`src/rtl/prio_encoder_rr.sv`:
```
// Registered priority encoder with fixed or round-robin priority and a valid/ready output.
// One result register; a new request is captured whenever the register is empty or being drained.
module prio_encoder_rr #(
    parameter  int N = 8,
    localparam int W = $clog2(N)
) (
    input  logic         clk,
    input  logic         rst,
    input  logic [N-1:0] in,
    input  logic         enable,
    input  logic         mode,
    input  logic         out_ready,
    output logic [W-1:0] y,
    output logic         out_valid,
    output logic         multi
);

    logic [W-1:0] ptr_reg;
    logic [W-1:0] fixed_win;
    logic [W-1:0] rr_win;
    logic [W-1:0] win_next;
    logic         multi_next;
    logic         accept;

    // Request vector rotated so that bit 0 corresponds to index ptr_reg.
    logic [N-1:0] rot;
    for (genvar gi = 0; gi < N; gi++) begin : g_rot
        assign rot[gi] = in[ptr_reg + W'(gi)];
    end

    always_comb begin
        fixed_win = '0;
        for (int i = 0; i < N; i++) begin
            if (in[i]) fixed_win = W'(i);
        end
    end

    // Lowest set bit of the rotated vector, mapped back to an absolute index.
    always_comb begin
        rr_win = '0;
        for (int k = N - 1; k >= 0; k--) begin
            if (rot[k]) rr_win = ptr_reg + W'(k);
        end
    end

    assign win_next   = mode ? rr_win : fixed_win;
    assign multi_next = (in & (in - N'(1))) != '0;
    assign accept     = enable && (in != '0) && (!out_valid || out_ready);

    always_ff @(posedge clk or posedge rst) begin
        if (rst) begin
            y         <= '0;
            out_valid <= 1'b0;
            multi     <= 1'b0;
            ptr_reg   <= '0;
        end else if (accept) begin
            y         <= win_next;
            multi     <= multi_next;
            out_valid <= 1'b1;
            if (mode) ptr_reg <= win_next + 1'b1;
        end else if (out_ready) begin
            out_valid <= 1'b0;
        end
    end

endmodule

```
`config.mk`:
```
export PLATFORM = sky130hd
export DESIGN_NAME = prio_encoder_rr
export DESIGN_NICKNAME = d
export VERILOG_FILES = /design/src/rtl/prio_encoder_rr.sv
export SDC_FILE = /design/constraint.sdc
export NUM_CORES = 1
export LEC_CHECK = 0
export ABC_AREA = 0
export ABC_CLOCK_PERIOD_IN_PS = 7580
export BUFFER_PORTS_ARGS = -buffer_cell sky130_fd_sc_hd__buf_2
export CORE_ASPECT_RATIO = 0.8
export CORE_UTILIZATION = 40
export CTS_CLUSTER_DIAMETER = 50
export DETAILED_ROUTE_END_ITERATION = 10
export HOLD_SLACK_MARGIN = 0.05
export PLACE_DENSITY = 0.66
export SLEW_MARGIN = 20
export SYNTH_ARGS = -nofsm -noshare
export SYNTH_HDL_FRONTEND = slang
export SYNTH_SLANG_ARGS = --single-unit
```
`constraint.sdc`:
```
create_clock -name clk -period 7.58 [get_ports clk]
set_input_delay 0.379 -clock clk [delete_from_list [all_inputs] [get_ports clk]]
set_output_delay 0.379 -clock clk [all_outputs]
set_load 0.02 [all_outputs]
```
==> impl_results.rst, run 1 <==
.. list-table::
   :header-rows: 1

   * - Metric
     - Value
   * - Clock-pin slew reported for the worst setup and hold paths after clock tree synthesis
     - roughly 40 ps
   * - Count of TritonRoute iterations in the first routing pass
     - 6
   * - Num rows
     - 19
   * - Max FO, Critical Path
     - 22
   * - Top post-synthesis cells by area
     - mux4_2, dfrtp_1, mux2i_1
   * - Power per cell area
     - 461 nW/um^2
   * - Post-Synthesis Cell Area
     - between 1000 and 1500 sq um
   * - Per-cell via count in the routed design
     - 6.62
   * - Max IR drop VDD
     - 0.148 mV
   * - Setup clock skew after layout
     - 2.99 ps
   * - Class of the tightest hold or removal check
     - input port to async pin
   * - Detailed Route Iter0 Violations
     - about 180
   * - Via count
     - between 1,000 and 1,500
   * - Post-route setup TNS
     - 0 ps
   * - Total Wirelength
     - about 3800 um
   * - Count of mapped cells out of synthesis
     - 164
   * - Most instantiated cells after synthesis
     - nor2_1, clkbuf_1, mux4_2
   * - Kind of start point of the critical path
     - register
   * - Via count of the first global-routing pass
     - about 1,300
   * - Wire length per cell
     - about 18 um
   * - Status
     - finished, final reports clean
   * - Critical-path cell with the highest stage delay
     - dfrtp_1
   * - Crit path setup slack, layout
     - 3450 ps
   * - Total core area
     - approximately 3400 sq um
   * - Sink count of the clock tree
     - 8
   * - Cell type with the largest total area after synthesis
     - mux4_2
   * - Normalized max-slew margin
     - between 40% and 50%
   * - Synth unique cells
     - 51
   * - Routability congestion estimate
     - 0.934
   * - Filler-free cell count of the finished design
     - between 200 and 250
   * - Critical setup path kind
     - register to register
   * - Global-route wire length before repair
     - between 6000 and 7000 um
   * - Leakage
     - between 0.6 and 0.7 nW
   * - List of cells traversed by the critical path
     - inv_1 -> ha_1 -> mux4_2 -> mux2i_1 -> nor3_1 -> or4b_1 -> a311oi_1 -> o31ai_1 -> ha_1 -> nor4_1 -> a311oi_1 -> nand2_1
   * - Ratio of final minimum period to clock period
     - 54.5%
   * - Y dimension of the die
     - 55.8 um
   * - Top-count cell post-synth
     - nor2_1
   * - Global Route met3 Usage
     - 4.17%
   * - Residual DRC count
     - 0
   * - Remaining global-route overflow
     - 0
   * - FF+latch count, synth
     - 8
   * - Post-route minimum period
     - slightly above 4000 ps
   * - Cell total after placement
     - approximately 210
   * - Clock root buffer
     - clkbuf_8
   * - Required time at the worst-slack endpoint
     - approximately 7800 ps
   * - Depth of the CTS H-tree
     - 1
   * - Reg-to-reg endpoint
     - ptr_reg[2]
   * - Hold buffer count at cts
     - 0
   * - Met2 Resource Use GR
     - between 20 and 30%
   * - Dominant synthesized flop cell
     - dfrtp_1
   * - CTS tree
     - yes
   * - Number of cells on the worst reg-to-reg path
     - 12
   * - Post-place setup slack
     - 3510 ps
   * - Post-layout power
     - 0.712 mW
   * - Die Span X
     - approximately 69 um
   * - Number of enable-type register cells in the synthesized netlist
     - 0
   * - Busiest grt layer
     - met1
   * - CTS max path bufs
     - 2
   * - Total routing resource utilization after global routing
     - about 20%
   * - Number of antenna cells inserted
     - 0
   * - Final setup fails
     - 0
   * - Max-slew violations
     - 0
   * - DRT antenna net count
     - 0
   * - Area share of the leading cell type in the synthesized netlist
     - 18.7%
   * - Worst reg2reg setup slack
     - 3450 ps
   * - Initial antenna violation count
     - 0
   * - Critical path endpoint category
     - register
   * - Reg2Reg Launch Point
     - ptr_reg[0]
   * - Buffers on Ports
     - 17
   * - DIE AREA
     - 3870 sq um
   * - Largest stage delay on the critical path
     - 900 ps
   * - Fin nets
     - 186
   * - CP startpoint
     - ptr_reg[0]
   * - Post-CTS sizing
     - 0
   * - End-of-flow core utilization
     - 44.8%
   * - Highest achievable clock rate
     - between 0.2 and 0.25 GHz
   * - Hold violation count in the final report
     - 0
   * - Crit path DAT
     - 4300 ps
   * - Share of the yosys chip area belonging to registers
     - about 14%
   * - Fraction of final layout cells sized beyond drive strength 1
     - roughly 25%
   * - Largest net degree at the start of global routing
     - 23
   * - Area growth from synthesis to final layout
     - 6.56%
   * - Top-level I/O count
     - 18
   * - Setup Buffers After CTS
     - 0
   * - Detailed-placement wirelength estimate
     - between 2000 and 3000 um
   * - Clock latency of the later-clocked register in the worst-skew pair
     - approximately 230 ps
   * - Worst-Margin Slew
     - between 800 and 900 ps
   * - Effective utilization at floorplan
     - 42.0%
   * - Post-synthesis average cell area
     - 8.83 sq um
   * - Synth warn
     - 0
   * - Max Cap Viol
     - 0
   * - Number of nets produced by synthesis
     - 180
   * - Setup repair after global routing missed its margin
     - false
   * - Number of CTS-inserted buffers
     - 3
   * - Async S/R FF share, synth
     - between 90% and 100%
   * - Met1 Use GR
     - 31.2%
-- per-layer routing --
metal  vias up  part of all wire (%)
met1       674                    47
met2        61                    44
met3         6                   7.9
li1        650                     -
met4         0                  0.74
met5         -                     0
-- final cells by class --
cell class	instances	area, sq um
clock buffer	3	41.3
fill	327	1900
inverter	9	33.8
multi-input combinational	131	1130
sequential	8	200
tap	42	52.6
timing repair buffer	17	85.1
-- worst max-delay path, delay by kind of cell (launching register included) --
family / cells / cell delay (ps)
mux: 2 / 640
simple gates: 4 / 900
flops: 1 / 900
fa+ha+maj: 2 / 910
buf+inv: 1 / 120
compound gates: 3 / 590
-- power by group --
group	switching (mW)	internal (mW)	leakage [nW]
Sequential	0.0515	0.0584	0.0922
Combinational	0.292	0.258	0.489
Clock	0.0181	0.0345	0.0216
Total	0.362	0.351	0.603
-- cells in the final DEF, fill, tap and decap left out, types with 2 or more instances in the layout --
cell type,instances
a311oi_1,2
a22oi_1,2
nor2_1,15
inv_1,9
mux2i_1,8
buf_2,17
o22ai_1,4
mux4_2,12
a211oi_1,2
nor3_1,8
a211o_1,2
nor2b_1,3
ha_1,3
a311o_1,2
a31oi_1,2
clkbuf_8,3
dfrtp_1,8
o31ai_1,4
or4_1,2
o21ai_0,7
o21ai_1,3
xor2_1,2
nand2_1,10
a221o_1,3
mux2_2,7
nand2b_1,3
nor4_1,2
-- through the flow --
step | hold WS, ps | instance area (sq um)
final | 86.2 | 1540
after floorplan | 195 | 1450
after detailed placement | 349 | 1500
after global placement | 332 | 1500
after CTS | 104 | 1540
after global routing | 122 | 1540
-- worst max path at each step --
stage	to	slack, ps	cells past startpoint
after floorplan	ptr_reg[2]	3770	15
after global placement	ptr_reg[2]	3650	12
after detailed placement	ptr_reg[2]	3510	12
after CTS	ptr_reg[2]	3470	12
after global routing	ptr_reg[2]	3060	12
final	ptr_reg[2]	3450	12
-- cells by family after synthesis --
logic type               count (synthesis)  share of synthesized area (%)
multiplexers                            29                           32.2
AND/OR/NAND/NOR                         52                           18.7
flip-flops                               8                           13.8
adder cells (fa/ha/maj)                  4                           3.28
buffers and inverters                   25                           8.12
XOR/XNOR                                 3                           1.81
AO/OA/AOI/OAI                           43                           22.1
Power figures use the tool's default switching activity.
==> inputs of run 2 (changes only) <==
- ABC_AREA: 0 -> 1
- ABC_CLOCK_PERIOD_IN_PS: 7580 -> 4000
- PLACE_DENSITY: 0.66 -> 0.67
- clock period: 7.58 -> 4 ns (I/O delays scaled with it)
==> run 2 against run 1 <==
Against the previous run: routed wire length shrank 24%; sequential share of layout area grew 3.1 points; area after synthesis shrank 24%; combinational power grew 85%; critical path type unchanged; critical endpoint is now ptr_reg[1]; largest cell class unchanged; highest routed layer is now met3.
==> impl_results.rst, run 2 <==
.. list-table::
   :header-rows: 1

   * - Metric
     - Value
   * - Reported net switching power
     - 0.758 mW (+110%)
   * - Post-synthesis average cell area
     - 5.52 sq um (-37%)
   * - Leakage
     - 0.719 nW (+19%)
   * - Fin nets
     - 237 (+27%)
   * - Required time at the worst-slack endpoint
     - 4140 ps (-3610 ps)
   * - Remaining global-route overflow
     - 0 (unchanged)
   * - Number of CTS-inserted buffers
     - 3 (unchanged)
   * - Count of TritonRoute iterations in the first routing pass
     - 4 (-2)
   * - Most instantiated cells after synthesis
     - nand2_1, nand3_1, inv_1
   * - Global-route wire length before repair
     - 4880 um (-22%)
   * - Post-route setup TNS
     - 0 ps (unchanged)
   * - Depth of the CTS H-tree
     - 1 (unchanged)
   * - Sequential Area
     - 200 sq um (unchanged)
   * - Relative contribution of combinational cells to total power
     - 81.7% (+4.5 points)
   * - Power per cell area
     - 1010 nW/um^2 (+120%)
   * - FF+latch count, synth
     - 8 (unchanged)
   * - Critical path endpoint category
     - register
   * - Setup Buffers After CTS
     - 0 (unchanged)
   * - Number of enable-type register cells in the synthesized netlist
     - 0 (unchanged)
   * - Most frequent cells in the layout
     - nand2_1, nand3_1, inv_1
   * - Clock root buffer
     - clkbuf_4
   * - Sequential share of power
     - 13.1% (-2.3 points)
   * - Y dimension of the die
     - 49.0 um (-12%)
   * - Area share of the leading cell type in the synthesized netlist
     - 27.2% (+8.5 points)
   * - Initial antenna violation count
     - 0 (unchanged)
   * - Share of the yosys chip area belonging to registers
     - 18.1% (+4.3 points)
   * - Via count
     - 1,273 (-8.5%)
   * - Buffers on Ports
     - 17 (unchanged)
   * - Class of the tightest hold or removal check
     - input port to register
   * - Detailed-placement wirelength estimate
     - 2370 um (-13%)
   * - Post-Synthesis Cell Area
     - 1100 sq um (-24%)
   * - Max Cap Viol
     - 0 (unchanged)
   * - Internal Power
     - 0.495 mW (+41%)
   * - Clock latency of the later-clocked register in the worst-skew pair
     - 260 ps (+30 ps)
   * - Hold violation count in the final report
     - 0 (unchanged)
   * - Area growth from synthesis to final layout
     - 12.7%
   * - Fraction of final layout cells sized beyond drive strength 1
     - 18.7% (-6.3 points)
   * - Routability congestion estimate
     - 0.937 (+0.28%)
   * - Top-level I/O count
     - 18 (unchanged)
   * - Critical setup path kind
     - register to register
   * - Most common cell after layout, fill and taps aside
     - nand2_1
   * - Crit path DAT
     - 3010 ps (-1290 ps)
   * - Total routing resource utilization after global routing
     - 21.8% (+1.4 points)
   * - Setup repair after global routing missed its margin
     - false
   * - Max FO, Critical Path
     - 13 (-41%)
   * - Total Wirelength
     - 2900 um (-24%)
   * - Crit path setup slack, layout
     - 1130 ps (-2320 ps)
   * - Count of mapped cells out of synthesis
     - 200 (+22%)
   * - Total area of multi-input combinational cells
     - 764 sq um (-32%)
   * - Switching Share
     - 60.5% (+9.7 points)
   * - Number of antenna cells inserted
     - 0 (unchanged)
   * - Effective utilization at floorplan
     - 43.8% (+1.8 points)
   * - Number of nets produced by synthesis
     - 216 (+20%)
   * - Total core area
     - 2520 sq um (-27%)
   * - Setup clock skew after layout
     - 11.2 ps (+8.26 ps)
   * - Dominant synthesized flop cell
     - dfrtp_1
   * - Via count of the first global-routing pass
     - 1,088 (-15%)
   * - Wire length per cell
     - 11.4 um (-37%)
   * - Post-place setup slack
     - 1200 ps (-2310 ps)
   * - Ratio of final minimum period to clock period
     - 71.7% (+17 points)
   * - Top-count cell post-synth
     - nand2_1
   * - Largest net degree at the start of global routing
     - 14 (-39%)
   * - Residual DRC count
     - 0 (unchanged)
   * - Die Span X
     - 60.8 um (-12%)
   * - Max IR drop VDD
     - 0.508 mV (+240%)
   * - Final setup fails
     - 0 (unchanged)
   * - Max-slew violations
     - 0 (unchanged)
   * - Num rows
     - 16 (-3)
   * - Clock network fraction of design power
     - 5.2% (-2.2 points)
   * - Synth unique cells
     - 23 (-55%)
   * - Async S/R FF share, synth
     - 100% (unchanged)
   * - CTS max path bufs
     - 2 (unchanged)
   * - Normalized max-slew margin
     - 72.6% (+30 points)
   * - End-of-flow core utilization
     - 49.4% (+4.6 points)
   * - CTS tree
     - yes
   * - Sink count of the clock tree
     - 8 (unchanged)
   * - Top post-synthesis cells by area
     - nand2_1, dfrtp_1, nand3_1
   * - Detailed Route Iter0 Violations
     - 68 (-61%)
   * - DIE AREA
     - 2980 sq um (-23%)
   * - Per-cell via count in the routed design
     - 4.99 (-25%)
   * - Post-route minimum period
     - 2870 ps (-1260 ps)
   * - FILL cells
     - 297 (-9.2%)
   * - Highest achievable clock rate
     - 0.348 GHz (+44%)
   * - Cell type with the largest total area after synthesis
     - nand2_1
   * - Kind of start point of the critical path
     - register
   * - Clock-pin slew reported for the worst setup and hold paths after clock tree synthesis
     - 60 ps (+20 ps)
   * - Synth warn
     - 0 (unchanged)
   * - Worst-Margin Slew
     - 408 ps (-456 ps)
   * - Status
     - finished, final reports clean
   * - DRT antenna net count
     - 0 (unchanged)
-- run 2: cell type report --
type,count,area share [%]
clock buffer,3,1.81
inverter,31,9.45
multi-input combinational,159,61.4
sequential,8,16.1
tap,36,3.62
timing repair buffer,18,7.64
-- run 2: final timing paths --
check	end	startpoint	slack [ps]	depth (start not counted)
min in group asynchronous	ptr_reg[0]	rst	440	3
worst min register to register	y[1]	y[1]	480	2
max in group asynchronous	y[1]	rst	3300	3
worst min-delay path	out_valid	enable	180	3
worst max-delay path	ptr_reg[1]	ptr_reg[0]	1130	18
worst max register to register	ptr_reg[1]	ptr_reg[0]	1130	18
-- run 2: cells by family after synthesis --
| family | synth area share, % |
|---|---|
| AOI/OAI and AO/OA | 10.5 |
| buffers and inverters | 12.7 |
| and+or+nand+nor | 53.8 |
| DFF | 18.1 |
| xor gates and xnor gates | 1.47 |
| adders and majority gates | 3.40 |
-- run 2: metal layers --
| metal | track usage, % | routed length, um | share of wire, % |
|---|---|---|---|
| met1 | 37.1 | 1580 | 54 |
| met2 | 28.2 | 1130 | 39 |
| met3 | 3.45 | 189 | 6.5 |
| met5 | 0 | 0 | 0 |
| met4 | 3.41 | 0 | 0 |
-- run 2: timing repair --
action | 4_1_cts | 5_1_grt
hold endpoints to repair | 8 | 0
hold buffers | 1 | 0
gates resized for setup | 0 | 0
-- run 2: power groups by stage --
stage / sequential, mW / clock, mW / combinational, mW
after floorplan: 0.156 / 0 / 0.834
after global placement: 0.165 / 0 / 1.01
after detailed placement: 0.164 / 0 / 1.01
after CTS: 0.163 / 0.0663 / 1.01
after global routing: 0.171 / 0.0720 / 1.16
final: 0.164 / 0.0645 / 1.02
-- run 2: critical path: stages, from the launching register on --
cell,delay [ps]
dfrtp_1,580
inv_2,150
ha_1,440
inv_2,100
nand3_1,190
nand3_2,110
nand2_2,130
nor2_4,50
o21ai_1,120
nand2_1,60
nand2_1,50
nand2_1,40
nand2_1,50
nand3_1,110
nand2_1,100
inv_1,50
ha_1,270
nand2_1,70
o21ai_0,80
-- run 2: stage by stage --
| stage | area (sq um) | std cells | power (mW) | hold slack [ps] |
|---|---|---|---|---|
| 2_1_floorplan | 1100 | 200 | 0.989 | 15.7 |
| 3_3_place_gp | 1210 | 251 | 1.18 | 159 |
| 3_5_place_dp | 1210 | 251 | 1.17 | 169 |
| 4_1_cts | 1240 | 255 | 1.24 | 179 |
| 5_1_grt | 1240 | 255 | 1.41 | 195 |
| 6_report | 1240 | 255 | 1.25 | 178 |
==> inputs of run 3 (changes only) <==
- ABC_CLOCK_PERIOD_IN_PS: 4000 -> 2500
- PLACE_DENSITY: 0.67 -> 0.69
- clock period: 4 -> 2.5 ns (I/O delays scaled with it)
==> run 3 against run 2 <==
Against the previous run: routed wire length is 2.0% lower; critical path depth grew 1; clock power up 51%; flip-flop and latch count unchanged; utilization grew 5.8 points; global-route usage down 1.1 points; count of clock-buffer cells in the layout is the same; clock skew fell by 7.4 ps; design area up 12%.
==> impl_results.rst, run 3 (synthesis results as in run 2) <==
.. list-table::
   :header-rows: 1

   * - Metric
     - Value
   * - Via count of the first global-routing pass
     - 1,070 (-1.7%)
   * - Category of cells accounting for the largest share of critical-path delay
     - simple AND/OR/NAND/NOR gates
   * - Critical path endpoint category
     - register
   * - Y dimension of the die
     - 49.0 um (unchanged)
   * - Kind of start point of the critical path
     - register
   * - DIE AREA
     - 2980 sq um (unchanged)
   * - Reported net switching power
     - 1.32 mW (+75%)
   * - Detailed Route Iter0 Violations
     - 60 (-12%)
   * - Fin nets
     - 247 (+4.2%)
   * - Final setup fails
     - 0 (unchanged)
   * - Clock network fraction of design power
     - 4.2% (-1.0 points)
   * - Class of the tightest hold or removal check
     - input port to register
   * - Global-route wire length before repair
     - 4750 um (-2.7%)
   * - CTS max path bufs
     - 2 (unchanged)
   * - Number of CTS-inserted buffers
     - 3 (unchanged)
   * - Power per cell area
     - 1670 nW/um^2 (+66%)
   * - Fraction of final layout cells sized beyond drive strength 1
     - 27.9% (+9.2 points)
   * - Max FO, Critical Path
     - 7 (-6)
   * - Sink count of the clock tree
     - 8 (unchanged)
   * - Cell total after placement
     - 257 (+2.4%)
   * - List of cells traversed by the critical path
     - buf_4 -> ha_1 -> inv_1 -> nand2_1 -> nand2_2 -> inv_2 -> nand3_2 -> nand2_4 -> inv_2 -> nand2_1 -> nand2_1 -> a21oi_1 -> o21ai_1 -> nand3_2 -> nand2_2 -> inv_1 -> ha_1 -> nand2_1 -> o21ai_0
   * - Ratio of final minimum period to clock period
     - 93.4% (+22 points)
   * - Critical setup path kind
     - register to register
   * - Max IR drop VDD
     - 0.592 mV (+16%)
   * - Count of buffer and inverter cells on the critical path
     - 5 (+2)
   * - Max Cap Viol
     - 0 (unchanged)
   * - Most common cell after layout, fill and taps aside
     - nand2_1
   * - Required time at the worst-slack endpoint
     - 2630 ps (-1510 ps)
   * - Worst-Margin Slew
     - 383 ps (-25.1 ps)
   * - Hold slack final
     - 118 ps (-59.9 ps)
   * - Wire length per cell
     - 10.7 um (-5.7%)
   * - Highest achievable clock rate
     - 0.428 GHz (+23%)
   * - Num rows
     - 16 (unchanged)
   * - Initial antenna violation count
     - 0 (unchanged)
   * - Sequential share of power
     - 9.7% (-3.4 points)
   * - Die Span X
     - 60.8 um (unchanged)
   * - Area growth from synthesis to final layout
     - 25.8%
   * - FILL cells
     - 267 (-10%)
   * - Clock latency of the later-clocked register in the worst-skew pair
     - 250 ps (about the same)
   * - Total area of multi-input combinational cells
     - 828 sq um (+8.3%)
   * - Status
     - finished, final reports clean
   * - Depth of the CTS H-tree
     - 1 (unchanged)
   * - Normalized max-slew margin
     - 74.3% (+1.7 points)
   * - Buffers on Ports
     - 17 (unchanged)
   * - Post-route minimum period
     - 2340 ps (-534 ps)
   * - Switching Share
     - 57.2% (-3.3 points)
   * - Most used cell, CP
     - nand2_1
   * - Top-level I/O count
     - 18 (unchanged)
   * - Count of TritonRoute iterations in the first routing pass
     - 5 (+1)
   * - Largest stage delay on the critical path
     - 380 ps (-200 ps)
   * - Detailed-placement wirelength estimate
     - 2270 um (-4.5%)
   * - Setup clock skew after layout
     - 3.82 ps (-7.43 ps)
   * - Internal Power
     - 0.993 mW (+100%)
   * - Largest net degree at the start of global routing
     - 13 (-1)
   * - Relative contribution of combinational cells to total power
     - 86.1% (+4.4 points)
   * - Critical-path cell with the highest stage delay
     - dfrtp_1
   * - Residual DRC count
     - 0 (unchanged)
   * - Sequential Area
     - 200 sq um (unchanged)
   * - Post-place setup slack
     - 51.2 ps (-1150 ps)
   * - Clock-pin slew reported for the worst setup and hold paths after clock tree synthesis
     - 50 ps (about the same)
   * - Clock root buffer
     - clkbuf_4
   * - Routability congestion estimate
     - 0.918 (-2.0%)
   * - CTS tree
     - yes
   * - Hold violation count in the final report
     - 0 (unchanged)
   * - Total routing resource utilization after global routing
     - 20.6% (-1.1 points)
   * - Most frequent cells in the layout
     - nand2_1, nand3_1, inv_1
   * - Filler-free cell count of the finished design
     - 265 (+3.9%)
   * - Effective utilization at floorplan
     - 43.8% (unchanged)
   * - DRT antenna net count
     - 0 (unchanged)
   * - Crit path setup slack, layout
     - 165 ps (-966 ps)
   * - Via count
     - 1,330 (+4.5%)
   * - Max-slew violations
     - 0 (unchanged)
   * - Per-cell via count in the routed design
     - 5.02 (+0.54%)
   * - Total core area
     - 2520 sq um (unchanged)
   * - Remaining global-route overflow
     - 0 (unchanged)
   * - Total Wirelength
     - 2840 um (-2.0%)
   * - Leakage
     - 0.786 nW (+9.3%)
   * - Number of antenna cells inserted
     - 0 (unchanged)
   * - Crit path DAT
     - 2460 ps (-550 ps)
## run 3: cell types whose count changed in the layout (fill, tap and decap cells not counted), moves of 2 or more
cell / before / now
buf_4: 0 / 9
nand2_1: 80 / 77
nand2_2: 5 / 7
nand3_2: 3 / 10
nand3_1: 34 / 27
## run 3: final timing paths
kind | to | from | slack, ps | depth (start not counted)
min in group asynchronous | y[2] | rst | 360 | 3
hold reg to reg | y[0] | y[0] | 480 | 2
setup / recovery | ptr_reg[1] | ptr_reg[1] | 160 | 19
hold / removal | out_valid | enable | 120 | 3
max in group asynchronous | y[1] | rst | 1900 | 3
setup reg to reg | ptr_reg[1] | ptr_reg[1] | 160 | 19
## run 3: layer usage
layer  wire [um]  GRT usage, %  vias to the layer above  part of all wire (%)
li1            -             -                      699                     -
met1        1470          34.0                      583                    52
met5           0             0                        -                     0
met4           0          1.14                        0                     0
met3         177          3.18                        0                   6.2
met2        1200          28.9                       48                    42
## run 3: worst register-to-register path, delay by kind of cell, from the launching register on
| family | cells | cell delay, ps |
|---|---|---|
| buf+inv | 5 | 390 |
| compound gates | 3 | 280 |
| fa+ha+maj | 2 | 450 |
| flops | 1 | 380 |
| simple gates | 9 | 720 |
## run 3: through the flow
stage,area [sq um],setup TNS [ps],utilization (%),power [mW]
floorplan,1100,0,-,1.58
global placement,1260,0,49.9,1.96
detailed placement,1260,0,49.9,1.96
CTS,1290,0,51.1,2.06
global route,1390,-5.58,55.1,2.59
finish,1390,0,55.1,2.32
## run 3: cell type report
type / count / share of cell area [%]
sequential: 8 / 14.4
timing repair buffer: 28 / 12.5
tap: 36 / 3.24
inverter: 31 / 8.64
clock buffer: 3 / 1.62
multi-input combinational: 159 / 59.6
## run 3: repair_timing
item | 4_1_cts | 5_1_grt
hold buffers | 1 | 0
endpoints found under the hold margin | 8 | 0
resized for setup | 0 | 17
setup buffers | 0 | 4
setup endpoints to repair | 0 | 2
## run 3: power by group through the flow
stage | clock, mW | combinational [mW] | sequential (mW)
finish | 0.0971 | 2.00 | 0.226
global route | 0.115 | 2.25 | 0.232
CTS | 0.100 | 1.74 | 0.224
global placement | 0 | 1.73 | 0.225
detailed placement | 0 | 1.73 | 0.225
floorplan | 0 | 1.33 | 0.249
